`src/rtl/conv_load_ctrl_pkg.sv`:
```
// -----------------------------------------------------------------------------
// conv_load_ctrl_pkg
// Shared configuration for the convolution load controller: default geometry,
// the controller state encoding, a packed configuration record and small
// elaboration-time helpers.
// -----------------------------------------------------------------------------
package conv_load_ctrl_pkg;

    localparam int DEF_KERNEL_SIZE  = 3;  // kernel rows held in the overlap cache
    localparam int DEF_ROW_WORDS    = 4;  // feature-map words per row
    localparam int DEF_FMAP_HEIGHT  = 5;  // input feature-map rows
    localparam int DEF_KERNEL_WORDS = 9;  // weight words per run

    typedef enum logic [2:0] {
        IDLE      = 3'd0,
        LOAD_W    = 3'd1,
        LOAD_ROWS = 3'd2,
        LAUNCH    = 3'd3,
        COMPUTE   = 3'd4,
        FINISH    = 3'd5
    } state_e;

    typedef struct packed {
        int unsigned kernel_size;
        int unsigned row_words;
        int unsigned fmap_height;
        int unsigned kernel_words;
    } config_t;

    // Bundle the geometry parameters into one record.
    function automatic config_t make_config(input int ks, input int rw,
                                            input int fh, input int kw);
        config_t c;
        c.kernel_size  = int'(ks);
        c.row_words    = int'(rw);
        c.fmap_height  = int'(fh);
        c.kernel_words = int'(kw);
        return c;
    endfunction

    // Counter width that never collapses to zero bits for a range of one.
    function automatic int safe_clog2(input int n);
        return (n > 1) ? $clog2(n) : 1;
    endfunction

endpackage

```
`src/rtl/conv_load_addr_gen.sv`:
```
// -----------------------------------------------------------------------------
// conv_load_addr_gen
// Column/slot counters for the circular overlap-cache row buffer and the
// resulting cache write address (slot*ROW_WORDS + col).
//   clk, arst_n : clock, asynchronous active-low reset
//   clr         : synchronous clear of col and slot
//   adv         : one word written this cycle, advance col (and slot on wrap)
//   row_done    : the word written this cycle completes a row
//   cache_addr  : write address for the current word
// -----------------------------------------------------------------------------
module conv_load_addr_gen
    import conv_load_ctrl_pkg::*;
#(
    parameter int KERNEL_SIZE = DEF_KERNEL_SIZE,
    parameter int ROW_WORDS   = DEF_ROW_WORDS
)(
    input  logic                                    clk,
    input  logic                                    arst_n,
    input  logic                                    clr,
    input  logic                                    adv,
    output logic                                    row_done,
    output logic [$clog2(KERNEL_SIZE*ROW_WORDS)-1:0] cache_addr
);

    localparam int COL_W  = safe_clog2(ROW_WORDS);
    localparam int SLOT_W = safe_clog2(KERNEL_SIZE);
    localparam int CA_W   = $clog2(KERNEL_SIZE*ROW_WORDS);
    localparam logic [COL_W-1:0]  COL_LAST  = COL_W'(ROW_WORDS-1);
    localparam logic [SLOT_W-1:0] SLOT_LAST = SLOT_W'(KERNEL_SIZE-1);

    logic [COL_W-1:0]  col_q, col_d;
    logic [SLOT_W-1:0] slot_q, slot_d;
    logic              col_last_s;

    // Next-state logic for the column and circular slot counters.
    always_comb begin
        col_d      = col_q;
        slot_d     = slot_q;
        col_last_s = (col_q == COL_LAST);
        row_done   = adv && col_last_s;
        if (clr) begin
            col_d  = '0;
            slot_d = '0;
        end else if (adv) begin
            if (col_last_s) begin
                col_d = '0;
                // Slot wraps so the oldest row is overwritten by the next one.
                if (slot_q == SLOT_LAST) begin
                    slot_d = '0;
                end else begin
                    slot_d = slot_q + SLOT_W'(1);
                end
            end else begin
                col_d = col_q + COL_W'(1);
            end
        end else begin
            col_d  = col_q;
            slot_d = slot_q;
        end
    end

    // Column and slot registers.
    always_ff @(posedge clk or negedge arst_n) begin
        if (!arst_n) begin
            col_q  <= '0;
            slot_q <= '0;
        end else begin
            col_q  <= col_d;
            slot_q <= slot_d;
        end
    end

    // Cache address is a pure function of the registered counters.
    always_comb begin
        cache_addr = CA_W'(int'(slot_q) * ROW_WORDS + int'(col_q));
    end

endmodule

```
`src/rtl/conv_load_ctrl.sv`:
```
// -----------------------------------------------------------------------------
// conv_load_ctrl
// Sequences one convolution run: load KERNEL_WORDS weights, fill the overlap
// cache with KERNEL_SIZE rows, launch the datapath, then for every further
// output row load one new row (reusing the other cached rows) and relaunch.
//   clk, arst_n                 : clock, asynchronous active-low reset
//   start / running / done      : run request, run-active level, end pulse
//   b_valid / b_ready           : weight word handshake (LOAD_W only)
//   int_mem_we / int_mem_addr   : weight memory write
//   a_valid / a_ready           : feature-map word handshake (LOAD_ROWS only)
//   overlap_cache_we/cache_addr : overlap cache write
//   data_ready                  : one-cycle compute launch
//   fsm_done                    : datapath finished the current output row
//   out_row                     : output row being computed
// -----------------------------------------------------------------------------
module conv_load_ctrl
    import conv_load_ctrl_pkg::*;
#(
    parameter int KERNEL_SIZE  = DEF_KERNEL_SIZE,
    parameter int ROW_WORDS    = DEF_ROW_WORDS,
    parameter int FMAP_HEIGHT  = DEF_FMAP_HEIGHT,
    parameter int KERNEL_WORDS = DEF_KERNEL_WORDS
)(
    input  logic                                     clk,
    input  logic                                     arst_n,
    input  logic                                     start,
    output logic                                     running,
    output logic                                     done,
    input  logic                                     a_valid,
    output logic                                     a_ready,
    input  logic                                     b_valid,
    output logic                                     b_ready,
    output logic                                     int_mem_we,
    output logic [$clog2(KERNEL_WORDS)-1:0]          int_mem_addr,
    output logic                                     overlap_cache_we,
    output logic [$clog2(KERNEL_SIZE*ROW_WORDS)-1:0] cache_addr,
    output logic                                     data_ready,
    input  logic                                     fsm_done,
    output logic [$clog2(FMAP_HEIGHT)-1:0]           out_row
);

    localparam config_t CFG = make_config(KERNEL_SIZE, ROW_WORDS,
                                          FMAP_HEIGHT, KERNEL_WORDS);
    localparam int WA_W = $clog2(KERNEL_WORDS);
    localparam int OR_W = $clog2(FMAP_HEIGHT);
    localparam int RL_W = $clog2(KERNEL_SIZE + 1);
    localparam logic [WA_W-1:0] W_LAST   = WA_W'(CFG.kernel_words - 1);
    localparam logic [OR_W-1:0] ROW_LAST = OR_W'(CFG.fmap_height - CFG.kernel_size);
    localparam logic [RL_W-1:0] RL_FULL  = RL_W'(CFG.kernel_size);
    localparam logic [RL_W-1:0] RL_ONE   = RL_W'(1);

    state_e          state_q, state_d;
    logic [WA_W-1:0] w_cnt_q, w_cnt_d;
    logic [RL_W-1:0] rows_left_q, rows_left_d;
    logic [OR_W-1:0] out_row_q, out_row_d;
    logic            running_q, running_d;
    logic            done_q, done_d;
    logic            data_ready_q, data_ready_d;
    logic            a_ready_q, a_ready_d;
    logic            b_ready_q, b_ready_d;

    logic            w_fire_s;
    logic            a_fire_s;
    logic            row_done_s;
    logic            addr_clr_s;

    // Handshakes only fire on the channel whose ready is up in this state.
    always_comb begin
        w_fire_s = b_valid && b_ready_q;
        a_fire_s = a_valid && a_ready_q;
    end

    conv_load_addr_gen #(
        .KERNEL_SIZE (KERNEL_SIZE),
        .ROW_WORDS   (int'(CFG.row_words))
    ) u_addr_gen (
        .clk        (clk),
        .arst_n     (arst_n),
        .clr        (addr_clr_s),
        .adv        (a_fire_s),
        .row_done   (row_done_s),
        .cache_addr (cache_addr)
    );

    // Next-state, counter and registered-output decode for the run FSM.
    always_comb begin
        state_d     = state_q;
        w_cnt_d     = w_cnt_q;
        rows_left_d = rows_left_q;
        out_row_d   = out_row_q;
        addr_clr_s  = 1'b0;
        case (state_q)
            IDLE: begin
                if (start) begin
                    state_d     = LOAD_W;
                    w_cnt_d     = '0;
                    rows_left_d = '0;
                    out_row_d   = '0;
                    addr_clr_s  = 1'b1;
                end else begin
                    state_d = IDLE;
                end
            end
            LOAD_W: begin
                if (w_fire_s) begin
                    if (w_cnt_q == W_LAST) begin
                        w_cnt_d     = '0;
                        rows_left_d = RL_FULL;
                        state_d     = LOAD_ROWS;
                    end else begin
                        w_cnt_d = w_cnt_q + WA_W'(1);
                    end
                end else begin
                    w_cnt_d = w_cnt_q;
                end
            end
            LOAD_ROWS: begin
                if (row_done_s) begin
                    if (rows_left_q == RL_ONE) begin
                        rows_left_d = '0;
                        state_d     = LAUNCH;
                    end else begin
                        rows_left_d = rows_left_q - RL_ONE;
                    end
                end else begin
                    rows_left_d = rows_left_q;
                end
            end
            LAUNCH: begin
                // fsm_done is not looked at here, so a stale completion
                // coinciding with the launch cannot finish the row.
                state_d = COMPUTE;
            end
            COMPUTE: begin
                if (fsm_done) begin
                    if (out_row_q == ROW_LAST) begin
                        state_d = FINISH;
                    end else begin
                        // Later tiles reuse KERNEL_SIZE-1 cached rows.
                        out_row_d   = out_row_q + OR_W'(1);
                        rows_left_d = RL_ONE;
                        state_d     = LOAD_ROWS;
                    end
                end else begin
                    state_d = COMPUTE;
                end
            end
            FINISH: begin
                state_d     = IDLE;
                w_cnt_d     = '0;
                rows_left_d = '0;
                out_row_d   = '0;
                addr_clr_s  = 1'b1;
            end
            default: begin
                state_d     = IDLE;
                w_cnt_d     = '0;
                rows_left_d = '0;
                out_row_d   = '0;
                addr_clr_s  = 1'b1;
            end
        endcase

        // Status outputs are decoded from the next state so they register
        // cleanly and line up with the state they describe.
        running_d    = (state_d != IDLE);
        done_d       = (state_d == FINISH);
        data_ready_d = (state_d == LAUNCH);
        a_ready_d    = (state_d == LOAD_ROWS);
        b_ready_d    = (state_d == LOAD_W);
    end

    // State, counters and registered status outputs.
    always_ff @(posedge clk or negedge arst_n) begin
        if (!arst_n) begin
            state_q      <= IDLE;
            w_cnt_q      <= '0;
            rows_left_q  <= '0;
            out_row_q    <= '0;
            running_q    <= 1'b0;
            done_q       <= 1'b0;
            data_ready_q <= 1'b0;
            a_ready_q    <= 1'b0;
            b_ready_q    <= 1'b0;
        end else begin
            state_q      <= state_d;
            w_cnt_q      <= w_cnt_d;
            rows_left_q  <= rows_left_d;
            out_row_q    <= out_row_d;
            running_q    <= running_d;
            done_q       <= done_d;
            data_ready_q <= data_ready_d;
            a_ready_q    <= a_ready_d;
            b_ready_q    <= b_ready_d;
        end
    end

    // Output mapping; write enables follow the accepting handshake in-cycle.
    always_comb begin
        running          = running_q;
        done             = done_q;
        data_ready       = data_ready_q;
        a_ready          = a_ready_q;
        b_ready          = b_ready_q;
        int_mem_we       = w_fire_s;
        int_mem_addr     = w_cnt_q;
        overlap_cache_we = a_fire_s;
        out_row          = out_row_q;
    end

endmodule

```
`config.mk`:
```
export PLATFORM = sky130hd
export DESIGN_NAME = conv_load_ctrl
export DESIGN_NICKNAME = d
export VERILOG_FILES = /design/src/rtl/conv_load_ctrl_pkg.sv /design/src/rtl/conv_load_addr_gen.sv /design/src/rtl/conv_load_ctrl.sv
export SDC_FILE = /design/constraint.sdc
export NUM_CORES = 1
export LEC_CHECK = 0
export ABC_AREA = 1
export CORE_MARGIN = 5
export CORE_UTILIZATION = 50
export DETAILED_ROUTE_END_ITERATION = 8
export GPL_TIMING_DRIVEN = 0
export PLACE_DENSITY = 0.77
export SYNTH_ARGS = -nofsm -noshare
export SYNTH_HDL_FRONTEND = slang
export SYNTH_SLANG_ARGS = --single-unit
```
`constraint.sdc`:
```
create_clock -name clk -period 2.65 [get_ports clk]
set_input_delay 0.53 -clock clk [delete_from_list [all_inputs] [get_ports clk]]
set_output_delay 0.53 -clock clk [all_outputs]
set_load 0.005 [all_outputs]
```
# After elaboration in Yosys (flattened, before gate mapping)
# Index checks and enable logic that the tools add are counted.
# W data, S select, Z words.
dict set report word_totals {
  input_bits 6
  elab_cells 86
  register_bits 21
  out_inout_bits 18
}
dict set report classes {
  addsub 6
  n_mux 33
  eq_ne 19
  reduce_logical 14
  bitwise 3
}
# op count
set op_table {}
lappend op_table {{$mux W2} 14}
lappend op_table {{$mux W3} 9}
lappend op_table {{$eq A3 B2 Y1 const B} 5}
lappend op_table {{$pmux W3 S5} 1}
lappend op_table {{$mux W4} 3}
lappend op_table {{$ne A2 B2 Y1 const B} 6}
lappend op_table {{$pmux W4 S3} 1}
lappend op_table {{$pmux W2 S5} 1}
lappend op_table {{$pmux W3 S3} 1}
lappend op_table {{$reduce_and A7 Y1} 1}
lappend op_table {{$eq A3 B1 Y1 const B} 2}
lappend op_table {{$eq A3 B3 Y1 const B} 2}
lappend op_table {{$reduce_or A3 Y1} 2}
lappend op_table {{$add A2 B1 Y2 const B} 2}
lappend op_table {{$add A4 B1 Y4 const B} 1}
lappend op_table {{$add A4 B2 Y4} 1}
lappend op_table {{$eq A2 B2 Y1 const B} 2}
lappend op_table {{$eq A4 B4 Y1 const B} 1}
lappend op_table {{$reduce_and A4 Y1} 1}
lappend op_table {{$reduce_bool A2 Y1} 2}
lappend op_table {{$reduce_or A4 Y1} 1}
lappend op_table {{$add A3 B1 Y3 const B} 1}
lappend op_table {{$logic_and A1 B1 Y1} 3}
lappend op_table {{$logic_not A3 Y1} 1}
lappend op_table {{8 further kinds} 11}

# Longest topological paths before layout
# Gate-level depths: netlist (run 1).
dict set report logic_depth {
  ltp_word 5
  mapped_depth 10
  ltp_nobuf 10
}

# By module
# From an unflattened synthesis (run 1), not the netlist that was laid out.
dict set report hier_totals {
  cells_unflattened 158
  hier_area_um2 1206.2
}
# module n_inst area_per_inst_um2 seq_area_each_um2 cells_per_inst
set by_module_without_submodules {}
lappend by_module_without_submodules {conv_load_ctrl 1 1011.0 425.4 134}
lappend by_module_without_submodules {conv_load_addr_gen 1 195.2 100.1 24}

# Least setup slack after synthesis (run 1)
# No wires, ideal clock.
dict set report synth_path {
  path_type {reg-to-reg}
  from {reg w_cnt_q[0], in the netlist int_mem_addr[0]}
  to {reg rows_left_q[0]}
  required_ns 2.529
  slack_ns 1.293
  t_arrival_ns 1.236
  n_path_buf 0
  setup_time_ns 0.121
  path_stages_with_launch 8
  path_cell_list {dfrtp_1 -> inv_1 -> ha_1 -> nand3_1 -> o21ai_2 -> nand2_1 -> o21bai_1 -> nand2_1}
}
dict set report synth_between {
  elab_chain_len 3
}
# item line
set synth_rtl {}
lappend synth_rtl {{from (decl)} conv_load_ctrl.sv:53} ;# logic [WA_W-1:0] w_cnt_q, w_cnt_d;
lappend synth_rtl {{from (signal assigned)} conv_load_ctrl.sv:187} ;# w_cnt_q <= w_cnt_d;
lappend synth_rtl {{$eq A4 B4 Y1} conv_load_ctrl.sv:106} ;# if (w_cnt_q == W_LAST) begin
lappend synth_rtl {{$ne A2 B2 Y1 (no line)} n/a}
lappend synth_rtl {{$reduce_and A7 Y1 (no line)} n/a}
lappend synth_rtl {{to (signal assigned)} conv_load_ctrl.sv:188} ;# rows_left_q <= rows_left_d;
lappend synth_rtl {{to (decl)} conv_load_ctrl.sv:54} ;# logic [RL_W-1:0] rows_left_q, rows_left_d;
# No other way between the ends.
# A chain may end at the register's enable or synchronous reset.

# Worst setup path after layout (run 1)
dict set report layout_path {
  from {in a_valid}
  to {out overlap_cache_we}
}
dict set report layout_between {
  elab_chain_len 1
}
# item line
set layout_rtl {}
lappend layout_rtl {{from (decl)} conv_load_ctrl.sv:29} ;# input logic a_valid,
lappend layout_rtl {{$logic_and A1 B1 Y1} conv_load_ctrl.sv:70} ;# a_fire_s = a_valid && a_ready_q;
lappend layout_rtl {{to (decl)} conv_load_ctrl.sv:35} ;# output logic overlap_cache_we,
# No other way between the ends.

==> metrics, run 1 <==
Top FF cell, synth dfrtp_1; Area contributors post-synth dfrtp_1 (42%), nand2_1 (10%), ha_1 (5.9%), inv_1 (5.6%), nand3_1 (4.8%); Fin. Hold Viols 0; CP Class input pin to output pin; Sink Count 21; setup violators final 0; die area 3630 um^2; max-cap viol count 0; Avg Vias per Cell 5.04; insertion delay to the later sink of the worst-skew pair 0.32 ns; number of buffers inserted by port buffering 23; Die X 60.3 um; drc violations 0; largest net degree at the start of global routing 22; Max Slew Vio Count 0; initial core utilization 51.5%; post-layout util 63.5%; via count 1074; num ports 24; post-synth top area share 41.6%; most used routing layer met2; Pre-antenna DRT Iters 4; hpwl dp 2110 um; met3 GRT Util 2.81%; post-route ant nets 0; postcts setup bufs 0; Rel. slew slack 36.4%; vias in the first global route 1052; Worst VDD drop 0.000399 V; CTS tree yes; top cells by count, synth nand2_1 (34), dfrtp_1 (21), inv_1 (19), nor2_1 (13), nand3_1 (12); CTS H-tree depth 1; status finished, final reports clean; critical path data required time 2.12 ns; clock group share of total power 14.3%; Post-synth ARST share 100%; crit-path max FO 4; unrepaired setup endpoints after global routing no; cts bufs inserted 3; Seq cells post-synth 21; area grow syn2layout 23.4%; P_sw 0.463 mW; first-pass GRT wire length 4400 um; Mapped Avg Cell Area 8.10 um^2; Synth cell types 26; most frequent cell after synthesis nand2_1; f_max 0.451 GHz; # hold bufs at CTS 0; Post-synth EDFFs 0; Final Skew 0.00561 ns; Tcrit/Tclk final 83.6%; setup TNS 0 ns; die height 60.3 um; YS warnings 0; switching fraction of total power 41.2%; Clock Path Buffers 2; worst slew pin tran 0.951 ns; P_int 0.660 mW; PwrDens 721 nW/um^2; Seq pwr share 40.2%; Core Rows 18; synthesized area 1260 um^2; root buffer cell clkbuf_4; Total GRT Usage 16.6%; min-delay worst type flop to flop; post-cts sizing count 0; layout cells sized above 1 17.5%; GR Util met2 27.6%; initial antenna violation count 0; WL final 2710 um; Gate power share 45.5%; synthesized net count 168; clk slew on worst S/H paths 0.12 ns; Startpoint Class input pin; Synth Instances 156; # diodes 0; nets@finish 196; Routability Congestion 0.891; mean routed wirelength per cell 12.7 um; leak pwr 0.798 nW; sequential element share of the synthesized area 41.6%; CP Data Arrival Time 1.69 ns; leading area contributor after synthesis dfrtp_1; met1 Use GR 18.8%; First DRT Iteration DRCs 47; Worst Setup End Kind output pin; GRT overflow 0; core area 2450 um^2; minimum clock period 2.22 ns
## power by group through the flow
stage	registers, mW	logic [mW]	clock network (mW)
finish	0.451	0.512	0.161
global route	0.461	0.580	0.179
detailed placement	0.458	0.511	0
global placement	0.448	0.490	0
CTS	0.452	0.515	0.167
floorplan	0.446	0.341	0
## placed cells by master, fill, tap and decap left out, drive strengths merged, types with 2 or more instances in the layout
| master | instances |
|---|---|
| a21oi | 4 |
| clkbuf | 4 |
| clkdlybuf4s50 | 23 |
| dfrtp | 21 |
| ha | 6 |
| inv | 27 |
| nand2 | 39 |
| nand3 | 16 |
| nand4 | 3 |
| nor2 | 20 |
| nor3 | 3 |
| o21ai | 10 |
| o21bai | 2 |
## cells by family after synthesis
group,Yosys count,synth area share [%]
fa+ha+maj,6,5.94
compound gates,17,7.62
xor+xnor,1,0.693
simple gates,83,35.0
flops,21,41.6
buf+inv,28,9.11
## per-stage QoR
step           cell area (um^2)  total power [mW]  hold WS, ns  setup slack [ns]  cells
6_report                   1560              1.12        0.520             0.434    213
5_1_grt                    1560              1.22        0.559             0.356    213
4_1_cts                    1560              1.13        0.528             0.424    213
3_5_place_dp               1530             0.969        0.515             0.424    209
3_3_place_gp               1530             0.938        0.496             0.432    209
2_1_floorplan              1260             0.787        0.234              1.29    156
## sequential cells by signal, indices dropped and copies added (netlist names)
register           cells
done                   1
running                1
a_ready                1
data_ready             1
b_ready                1
u_addr_gen.slot_q      2
u_addr_gen.col_q       2
int_mem_addr           4
out_row                3
state_q                3
rows_left_q            2
## cell type report
cell class                 instances  area [um^2]
fill                             212          896
multi-input combinational        107          623
sequential                        21          526
timing repair buffer              23          230
inverter                          27          101
tap                               30         37.5
clock buffer                       3         22.5
buffer                             1         13.8
clock inverter                     1         5.00
## worst paths after layout
| path | to | startpoint | slack [ns] | depth (start not counted) |
|---|---|---|---|---|
| min in group asynchronous | out_row[0] | arst_n | 0.72 | 1 |
| worst max-delay path | overlap_cache_we | a_valid | 0.43 | 4 |
| max in group asynchronous | b_ready | arst_n | 1.34 | 1 |
| worst min-delay path | u_addr_gen.slot_q[1] | u_addr_gen.slot_q[1] | 0.52 | 1 |
| worst max register to register | rows_left_q[1] | int_mem_addr[0] | 1.03 | 7 |
| worst min register to register | u_addr_gen.slot_q[1] | u_addr_gen.slot_q[1] | 0.52 | 1 |
## worst max-delay path, stage by stage
cell             delay (ns)
clkdlybuf4s50_1        0.47
nand2_1                0.10
inv_1                  0.09
clkdlybuf4s50_1        0.50
## per-layer routing
layer,routed length (um),vias to the layer above
li1,-,553
met1,1180,492
met2,1370,22
met3,77,7
met4,78,0
met5,0,-
Note: power is estimated with default switching activity, not from simulation.
==> run 2: changes to the inputs <==
--- a/config.mk
+++ b/config.mk
@@ -7,10 +7,10 @@
 export LEC_CHECK = 0
 export ABC_AREA = 1
 export CORE_MARGIN = 5
-export CORE_UTILIZATION = 50
+export CORE_UTILIZATION = 46
 export DETAILED_ROUTE_END_ITERATION = 8
 export GPL_TIMING_DRIVEN = 0
-export PLACE_DENSITY = 0.77
+export PLACE_DENSITY = 0.75
 export SYNTH_ARGS = -nofsm -noshare
 export SYNTH_HDL_FRONTEND = slang
 export SYNTH_SLANG_ARGS = --single-unit
==> constraint.sdc (replaced) <==
create_clock -name clk -period 2 [get_ports clk]
set_input_delay 0.4 -clock clk [delete_from_list [all_inputs] [get_ports clk]]
set_output_delay 0.4 -clock clk [all_outputs]
set_load 0.005 [all_outputs]
==> run 2 against run 1 <==
Against the previous run: sequential power grew 31%; die area grew 7.2%; routed wire length shrank 4.9%; largest cell class unchanged.
==> metrics, run 2 (synthesized netlist as in run 1, its figures left out) <==
# diodes 0; CTS tree yes; First DRT Iteration DRCs 39; initial antenna violation count 0; area grow syn2layout 23.7%; core area 2690 um^2; critical path data required time 1.60 ns; Tcrit/Tclk final 98.4%; crit-path max FO 4; status finished, final reports clean; CP Class input pin to output pin; minimum clock period 1.97 ns; Pre-antenna DRT Iters 4; Sink Count 21; hpwl dp 1970 um; leak pwr 0.799 nW; # hold bufs at CTS 0; Core Rows 19; Worst VDD drop 0.000583 V; CP delay by family, top buffers and inverters; layout cells sized above 1 18.0%; max-cap viol count 0; Fin. Hold Viols 0; Placement Setup Slack 0.0372 ns; post-route ant nets 0; initial core utilization 47.0%; mean routed wirelength per cell 12.0 um; Avg Vias per Cell 4.95; number of buffers inserted by port buffering 23; drc violations 0; postcts setup bufs 0; f_max 0.508 GHz; Max Slew Vio Count 0; Final Skew 0.00692 ns; num ports 24; commonest cells after routing, fill and taps aside nand2_1 (33), clkdlybuf4s50_1 (23), dfrtp_1 (21); post-layout util 58.2%; Worst Setup End Kind output pin; die area 3900 um^2; setup TNS 0 ns; Crit-path slowest cell clkdlybuf4s50_1; setup violators final 0; Total GRT Usage 13.8%; CTS H-tree depth 1; GRT overflow 0; worst slew pin tran 0.969 ns; cts bufs inserted 3; first-pass GRT wire length 4540 um; CP Data Arrival Time 1.57 ns; root buffer cell clkbuf_4; switching fraction of total power 40.4%; Gate power share 45.7%; P_sw 0.593 mW; Startpoint Class input pin; hold slack final 0.523 ns; P_int 0.874 mW; Routability Congestion 0.846; clock group share of total power 14.1%; critical path buffer and inverter count 3; Clock Path Buffers 2; flip-flop count of the largest register after layout 4; R2R setup slack 0.41 ns; nets@finish 196; post-cts sizing count 0; Rel. slew slack 35.2%; Worst Slack Setup Final 0.0322 ns; Die X 62.4 um; cell mode on critical path clkdlybuf4s50_1; min-delay worst type flop to flop; vias in the first global route 1043; unrepaired setup endpoints after global routing no; commonest non-fill, non-tap cell in the layout nand2_1; WL final 2580 um; via count 1059; PwrDens 938 nW/um^2; clk slew on worst S/H paths 0.12 ns; die height 62.4 um; slowest stage delay, CP 0.50 ns; insertion delay to the later sink of the worst-skew pair 0.30 ns; Cell Chain, Critical Path clkdlybuf4s50_1, nand2_2, inv_1, clkdlybuf4s50_1; Seq pwr share 40.2%; largest net degree at the start of global routing 22
-- run 2: cell counts in the layout (fill, tap and decap cells not counted) --
Identical to the previous run, type by type.
-- run 2: power by group through the flow --
stage / Clock [mW] / Combinational (mW) / Sequential [mW]
after floorplan: 0 / 0.452 / 0.591
after global placement: 0 / 0.653 / 0.592
after detailed placement: 0 / 0.674 / 0.598
after CTS: 0.216 / 0.676 / 0.590
after global routing: 0.242 / 0.760 / 0.605
final: 0.207 / 0.671 / 0.589
-- run 2: metal layers --
layer	up-vias	share of wire, %	track usage, %
met5	-	0	0
met4	0	0	2.39
met3	0	3.7	3.06
met2	18	48	22.4
met1	498	48	19.2
li1	543	-	-
-- run 2: final timing paths --
path                                       from                   end  cells past startpoint
min reg2reg                u_addr_gen.slot_q[1]  u_addr_gen.slot_q[1]                      1
max in group asynchronous                arst_n  u_addr_gen.slot_q[0]                      1
min                        u_addr_gen.slot_q[1]  u_addr_gen.slot_q[1]                      1
max                                     a_valid      overlap_cache_we                      4
max reg2reg                     int_mem_addr[0]        rows_left_q[1]                      7
min in group asynchronous                arst_n                  done                      1
-- run 2: area by class of cell --
class                   count  area, um^2
fillers                   250        1120
multi-input cells         107         626
flip-flops and latches     21         526
repair buffers             23         230
inverters                  27         101
well taps                  31        38.8
clock buffers               3        22.5
plain buffers               1        13.8
clock inverters             1        5.00
-- run 2: through the flow --
step / power, mW / instances / cell area (um^2)
after detailed placement: 1.27 / 210 / 1530
final: 1.47 / 214 / 1560
after global routing: 1.61 / 214 / 1560
after floorplan: 1.04 / 156 / 1260
after global placement: 1.24 / 210 / 1530
after CTS: 1.48 / 214 / 1560
==> run 3: changes to the inputs <==
--- a/config.mk
+++ b/config.mk
@@ -9,6 +9,7 @@
 export CORE_MARGIN = 5
 export CORE_UTILIZATION = 46
 export DETAILED_ROUTE_END_ITERATION = 8
+export GPL_ROUTABILITY_DRIVEN = 0
 export GPL_TIMING_DRIVEN = 0
 export PLACE_DENSITY = 0.75
 export SYNTH_ARGS = -nofsm -noshare
==> run 3 against run 2 <==
Against the previous run: setup slack improved by 0.017 ns; cell area did not move; count of clock-buffer cells in the layout unchanged; global-route usage rose by 0.99 points; sequential cell count stayed put; sequential power barely moved; critical path type unchanged; largest cell class unchanged.
==> metrics, run 3 (synthesized netlist as in run 1, its figures left out) <==
status finished, final reports clean; Worst Setup End Kind output pin; Tot Pwr 1.48 mW; # diodes 0; worst reg2reg path depth 7; Worst Setup SP b_valid; f_max 0.513 GHz; Pre-antenna DRT Iters 4; dpl cells 210; initial core utilization 47.0%; area grow syn2layout 23.7%; initial antenna violation count 0; root buffer cell clkbuf_4; leak pwr 0.796 nW; number of buffers inserted by port buffering 23; cts bufs inserted 3; nets@finish 196; Startpoint Class input pin; setup TNS 0 ns; Avg Vias per Cell 5.06; largest net degree at the start of global routing 22; minimum clock period 1.95 ns; CTS tree yes; min-delay worst type flop to flop; CTS H-tree depth 1; CP Data Arrival Time 1.55 ns; Sink Count 21; insertion delay to the later sink of the worst-skew pair 0.31 ns; GRT overflow 0; # hold bufs at CTS 0; Final Skew 0.00408 ns; commonest cells after routing, fill and taps aside nand2_1 (33), clkdlybuf4s50_1 (23), dfrtp_1 (21); vias in the first global route 1065; Max Slew Vio Count 0; Seq pwr share 40.0%; P_int 0.875 mW; post-route ant nets 0; PwrDens 945 nW/um^2; unrepaired setup endpoints after global routing no; worst slew pin tran 0.943 ns; switching fraction of total power 40.7%; Total GRT Usage 14.8%; Worst VDD drop 0.000519 V; first-pass GRT wire length 4710 um; Die X 62.4 um; Rel. slew slack 36.9%; clk slew on worst S/H paths 0.11 ns; layout cells sized above 1 18.6%; Fin. Hold Viols 0; R2R setup slack 0.37 ns; First DRT Iteration DRCs 42; sequential cell area 526 um^2; die height 62.4 um; critical path data required time 1.60 ns; crit-path max FO 4; clock group share of total power 14.1%; non-filler cells, final 214; Clock Path Buffers 2; flip-flop count of the largest register after layout 4; Tcrit/Tclk final 97.5%; area taken by multi-input logic gates 626 um^2; Core Rows 19; fillcell total 233; CP Class input pin to output pin; die area 3900 um^2; WL final 2670 um; Gate power share 45.8%; Reg2Reg Launch Point int_mem_addr[0]; mean routed wirelength per cell 12.5 um; commonest non-fill, non-tap cell in the layout nand2_1; reg2reg end rows_left_q[0]; via count 1082; setup violators final 0; num ports 24; Critical Path End int_mem_we; P_sw 0.601 mW; max-cap viol count 0; hpwl dp 2100 um; drc violations 0; core area 2690 um^2
run 3: layout make-up:
| cell class | instances | share of cell area, % |
|---|---|---|
| inverter | 27 | 6.49 |
| tap | 31 | 2.48 |
| clock inverter | 1 | 0.320 |
| sequential | 21 | 33.6 |
| multi-input combinational | 107 | 40.0 |
| clock buffer | 3 | 1.44 |
| buffer | 1 | 0.881 |
| timing repair buffer | 23 | 14.7 |
run 3: repair_timing:
item / in CTS / in global routing
gates resized for setup: 0 / 2
endpoints found under the setup margin: 0 / 1
setup buffers: 0 / 0
hold endpoints to repair: 0 / 0
run 3: per-stage QoR:
step / worst slack (ns) / area (um^2) / util (%) / hold WS, ns
2_1_floorplan: 0.643 / 1260 / - / 0.104
3_3_place_gp: 0.0586 / 1530 / 57.1 / 0.490
3_5_place_dp: 0.000158 / 1530 / 57.1 / 0.501
4_1_cts: 0.00434 / 1560 / 58.1 / 0.518
5_1_grt: 0.00678 / 1560 / 58.2 / 0.571
6_report: 0.0494 / 1560 / 58.2 / 0.518
run 3: per-layer routing:
metal	GRT usage, %	up-vias	share of wire (%)
met1	19.4	511	47
li1	-	547	-
met2	23.1	19	48
met5	0	-	0
met4	7.16	0	2.0
met3	3.24	5	3.8
run 3: how the worst min path moves through the flow:
stage | from | end | slack, ns | cells after the start
after floorplan | arst_n | a_ready | 0.10 | 0
after detailed placement | u_addr_gen.slot_q[1] | u_addr_gen.slot_q[1] | 0.50 | 1
final | u_addr_gen.slot_q[1] | u_addr_gen.slot_q[1] | 0.52 | 1
after CTS | u_addr_gen.slot_q[1] | u_addr_gen.slot_q[1] | 0.52 | 1
after global routing | u_addr_gen.slot_q[1] | u_addr_gen.slot_q[1] | 0.57 | 1
after global placement | u_addr_gen.slot_q[1] | u_addr_gen.slot_q[1] | 0.49 | 1
run 3: worst max-delay path, stage by stage:
cell and delay, ns:
clkdlybuf4s50_1 0.46, nand2_1 0.12, inv_1 0.08, clkdlybuf4s50_1 0.49
run 3: power groups by stage:
| stage | Sequential [mW] | Clock, mW | Combinational [mW] |
|---|---|---|---|
| after floorplan | 0.591 | 0 | 0.452 |
| after global placement | 0.592 | 0 | 0.651 |
| after detailed placement | 0.598 | 0 | 0.678 |
| after CTS | 0.590 | 0.223 | 0.683 |
| after global routing | 0.603 | 0.245 | 0.767 |
| final | 0.591 | 0.209 | 0.676 |
